<file path="src/rtl/xnor_cmp_sched.sv">
// Bit-serial word-compare scheduler: two round-robin requesters share one XNOR2 datapath.
// Optional macro XNOR_CMP_EARLY_EXIT_EN ends a compare at the first mismatching bit.
module xnor_cmp_sched #(
  parameter int WIDTH = 8,
  parameter int CW    = $clog2(WIDTH + 1)
) (
  input  logic             ck,
  input  logic             rst,
  input  logic             req0,
  input  logic [WIDTH-1:0] a0,
  input  logic [WIDTH-1:0] b0,
  input  logic             req1,
  input  logic [WIDTH-1:0] a1,
  input  logic [WIDTH-1:0] b1,
  output logic             busy,
  output logic             done,
  output logic             done_id,
  output logic             eq,
  output logic [CW-1:0]    match_cnt
);

  localparam int IW = (WIDTH > 2) ? $clog2(WIDTH) : 1;

  typedef enum logic [1:0] {IDLE, SHIFT, DONE} state_t;

  state_t           state;
  logic [WIDTH-1:0] a_sr;
  logic [WIDTH-1:0] b_sr;
  logic [IW-1:0]    bit_idx;
  logic             last;

  logic grant_id;
  logic bit_match;
  logic last_bit;
  logic finish;

  // On a tie the requester that was not served last wins; otherwise the lone requester.
  always_comb begin
    grant_id  = (req0 && req1) ? ~last : req1;
    bit_match = ~(a_sr[0] ^ b_sr[0]);
    last_bit  = (bit_idx == IW'(WIDTH - 1));
`ifdef XNOR_CMP_EARLY_EXIT_EN
    finish    = last_bit || !bit_match;
`else
    finish    = last_bit;
`endif
  end

  always_ff @(posedge ck or posedge rst) begin
    if (rst) begin
      state     <= IDLE;
      busy      <= 1'b0;
      done      <= 1'b0;
      done_id   <= 1'b0;
      eq        <= 1'b0;
      match_cnt <= '0;
      last      <= 1'b1;
      a_sr      <= '0;
      b_sr      <= '0;
      bit_idx   <= '0;
    end else begin
      case (state)
        IDLE: begin
          done <= 1'b0;
          if (req0 || req1) begin
            state     <= SHIFT;
            busy      <= 1'b1;
            a_sr      <= grant_id ? a1 : a0;
            b_sr      <= grant_id ? b1 : b0;
            done_id   <= grant_id;
            last      <= grant_id;
            bit_idx   <= '0;
            eq        <= 1'b1;
            match_cnt <= '0;
          end
        end
        SHIFT: begin
          eq        <= eq & bit_match;
          match_cnt <= match_cnt + CW'(bit_match);
          a_sr      <= a_sr >> 1;
          b_sr      <= b_sr >> 1;
          bit_idx   <= bit_idx + IW'(1);
          if (finish) begin
            state <= DONE;
            done  <= 1'b1;
          end
        end
        DONE: begin
          // Result registers hold until the next grant; only the pulse and busy drop.
          state <= IDLE;
          done  <= 1'b0;
          busy  <= 1'b0;
        end
        default: begin
          state <= IDLE;
          done  <= 1'b0;
          busy  <= 1'b0;
        end
      endcase
    end
  end

endmodule

</file>
<file path="config.mk">
export PLATFORM = sky130hd
export DESIGN_NAME = xnor_cmp_sched
export DESIGN_NICKNAME = d
export VERILOG_FILES = /design/src/rtl/xnor_cmp_sched.sv
export SDC_FILE = /design/constraint.sdc
export NUM_CORES = 1
export LEC_CHECK = 0
export ABC_CLOCK_PERIOD_IN_PS = 1800
export BUFFER_PORTS_ARGS = -buffer_cell sky130_fd_sc_hd__buf_2
export CAP_MARGIN = 20
export CORE_MARGIN = 2
export CORE_UTILIZATION = 51
export DETAILED_ROUTE_END_ITERATION = 12
export GPL_ROUTABILITY_DRIVEN = 0
export GPL_TIMING_DRIVEN = 0
export PLACE_DENSITY = 0.77
export SLEW_MARGIN = 40
export SYNTH_ARGS = -nofsm -noshare
export SYNTH_HDL_FRONTEND = slang
export SYNTH_SLANG_ARGS = --single-unit
</file>
<file path="constraint.sdc">
create_clock -name ck -period 1.8 [get_ports ck]
set_clock_uncertainty 0.2 [all_clocks]
set_input_delay 0.18 -clock ck [delete_from_list [all_inputs] [get_ports ck]]
set_output_delay 0.18 -clock ck [all_outputs]
set_load 0.02 [all_outputs]
</file>
==> impl_metrics.toml <==
[pwr]
total_power_mw = 2.797
power_frac_clock_pct = 15.3
ir_drop_mv = 0.9700
p_switching_mw = 1.100
seq_power_share_pct = 41.0
switching_share_pct = 39.34
intPower_mw = 1.697
pwr-share-comb_pct = 43.7
powerDensity_nw_per_um2 = 1279
p_leak_nw = 1.040

[floorplanning]
start_util_pct = 54.16
die_h_um = 58.35
die-area_um2 = 3405
ios = 44
die_x_um = 58.35
fp-row-count = 19
core_area_um2 = 2781

[synthesis]
synth-seq-area-share_pct = 49.92
synth_top_family_by_area = "compound AO/OA/AOI/OAI gates"
synthSimpleGateAreaFrac_pct = 9.801
synth-xor-area-share_pct = 1.163
synthFlopType = "dfrtp_1"
syn_avg_cell_area_um2 = 10.25
synth_most_common_cell = "dfrtp_1"
synth_edf_count = 0
yosysUniqueCellTypes = 30
synthAdderAreaFrac_pct = 3.322
synth_area_um2 = 1506
synth_compound_area_share_pct = 18.52
synthTopCellsByCount = "dfrtp_1, nand2_1, o21ai_0"
muxShareOfSynthArea_pct = 11.96
synth_warnings = 0
netlist_top_cells_area = "dfrtp_1, mux2i_1, o21ai_0, o211ai_1, nand2_1"
synth-seq-cells = 30
synth_area_leader_cell = "dfrtp_1"
synth_top_area_share_pct = 48.17
synthCells = 147
ys_async_sr_fraction_pct = 100.0
synth_nets = 187

[clock_tree]
cts_buffers = 5
cts_tree = "yes"
clock-sinks = 30
cts.clk_slew.worst_paths_ns = 0.10
postCtsSetupBuffers = 0
cts_root_buf = "clkbuf_4"
clock_latency_ns = 0.34
clockBufferDepth = 2
htreeDepth = 2

[sta]
hold_ws_ns = 0.2551
rsz0062_at_grt = "no"
setup_viol = 0
drv_slew = 0
worst_slew_pin_slew_ns = 0.6266
fin_ws_ns = 0.09148
finalHoldViolCount = 0
min_period_over_period_pct = 94.92
fmax_ghz = 0.5853
min_period_ns = 1.709
tns_ns = 0
slew-limit-headroom_pct = 58.17

[final_layout]
area_growth_pct = 45.18
design_area_um2 = 2187
final_layout_size_suffix_gt1_share_pct = 28.33
fillerInstances = 181
utilization_pct = 78.63
fin_cells = 264
diodes = 0
final_nets = 272

[worst_setup_path]
critPathLaunchType = "input port"
r2r_slack_ns = 0.11
max_stage_delay_ns = 0.52
required_ns = 1.81
cp.depth = 7
worstPathCellList = "dlygate4sd3_1 -> buf_2 -> a21boi_2 -> buf_6 -> buf_6 -> mux2i_1 -> o211ai_1"
reg2reg_to = "b_sr[2]$_DFFE_PP0P_"
crit_slowest_cell = "dlygate4sd3_1"
cpLargestDelayFamily = "buffers and inverters"
startpoint = "req1"
path_buf_inv = 4
crit_type = "input port to flip-flop"
crit_top_cell = "buf_6"
r2r-start = "state[1]$_DFFE_PP0P_"
cp_max_fo = 10
reg2reg_depth = 5
cp.arrival_ns = 1.72
crit_path_end_kind = "flip-flop"
crit_end = "a_sr[6]$_DFFE_PP0P_"

[outcome]
status = "finished, final reports clean"

[place]
placed_cells = 221
io_buffers = 43
dp_hpwl_mm = 2.347
place_ws_ns = -0.03415
dpl_cell_area_um2 = 1760

[global_route]
grt_pass1_vias = 1472
grt_overflow = 0
grt_max_degree = 31
grt_pass1_wl_mm = 6.265
antenna_found_initial = 0
gr-usage-all-layers_pct = 24.60

[route]
drt_iter0_markers = 53
num_vias = 1403
finalWirelength_mm = 3.813
vias_per_cell = 5.314
drtAntennaViolNets = 0
wl_per_cell_um = 14.44
firstDrtPassIters = 4
drc = 0

[worst_hold_path]
holdCritPathClass = "input port to asynchronous set/reset pin"

[job]
max_cap_violations = 0
==> how the worst min path moves through the flow <==
stage	to	depth (start not counted)
4_1_cts	a_sr[0]$_DFFE_PP0P_	3
6_report	match_cnt[3]$_DFFE_PP0P_	3
2_1_floorplan	last$_DFFE_PP1P_	1
3_5_place_dp	done_id$_DFFE_PP0P_	2
3_3_place_gp	last$_DFFE_PP1P_	2
5_1_grt	b_sr[6]$_DFFE_PP0P_	3
==> layer usage <==
| layer | global-route usage (%) | routed length, µm | vias to the layer above |
|---|---|---|---|
| met3 | 6.154 | 170 | 13 |
| met4 | 11.96 | 106 | 0 |
| li1 | - | - | 693 |
| met1 | 28.49 | 1578 | 654 |
| met5 | 0 | 0 | - |
| met2 | 42.38 | 1958 | 43 |
==> final cells by class <==
| type | count | area [µm²] | share of cell area, % |
|---|---|---|---|
| plain buffers | 10 | 70.07 | 3.204 |
| clock buffers | 7 | 55.05 | 2.517 |
| clock inverters | 1 | 5.005 | 0.2288 |
| inverters | 3 | 11.26 | 0.5149 |
| multi-input cells | 104 | 689.4 | 31.52 |
| flip-flops and latches | 30 | 752.0 | 34.38 |
| well taps | 31 | 38.79 | 1.773 |
| repair buffers | 78 | 565.5 | 25.86 |
==> power groups by stage <==
stage	logic [mW]	registers [mW]	clock network [mW]
4_1_cts	1.21	1.14	0.434
2_1_floorplan	0.753	1.20	0
5_1_grt	1.36	1.18	0.468
6_report	1.22	1.15	0.429
3_3_place_gp	1.10	1.13	0
3_5_place_dp	1.13	1.15	0
==> cell families after synthesis <==
group                    after synthesis
XOR/XNOR                               2
AO/OA/AOI/OAI                         45
flip-flops                            30
AND/OR/NAND/NOR                       35
multiplexers                          18
buffers and inverters                 13
adder cells (fa/ha/maj)                4
==> placed cells by master, fill, tap and decap left out, drive strengths merged, types with 2 or more instances in the layout <==
master / synthesis / layout
a21oi: 2 / 2
buf: 6 / 49
nand2: 24 / 24
mux2i: 18 / 18
nor2: 4 / 4
o211ai: 13 / 13
o21ai: 25 / 25
inv: 3 / 3
dlygate4sd3: 0 / 35
dfrtp: 29 / 29
clkbuf: 4 / 11
ha: 4 / 4
==> sequential cells by signal (all words and copies together) (netlist names), 2 cells and up <==
register / flops
state: 2
a_sr: 8
b_sr: 8
bit_idx: 3
match_cnt: 4
==> repair_timing <==
item,in CTS,in global routing
resized for setup,1,4
setup endpoints to repair,8,12
hold buffers,35,0
hold endpoints to repair,46,0
==> tightest hold or removal path: stages <==
cell	delay (ns)
dlygate4sd3_1	0.53
buf_2	0.12
inv_2	0.45
No activity file was read; power rests on OpenSTA's default activity.
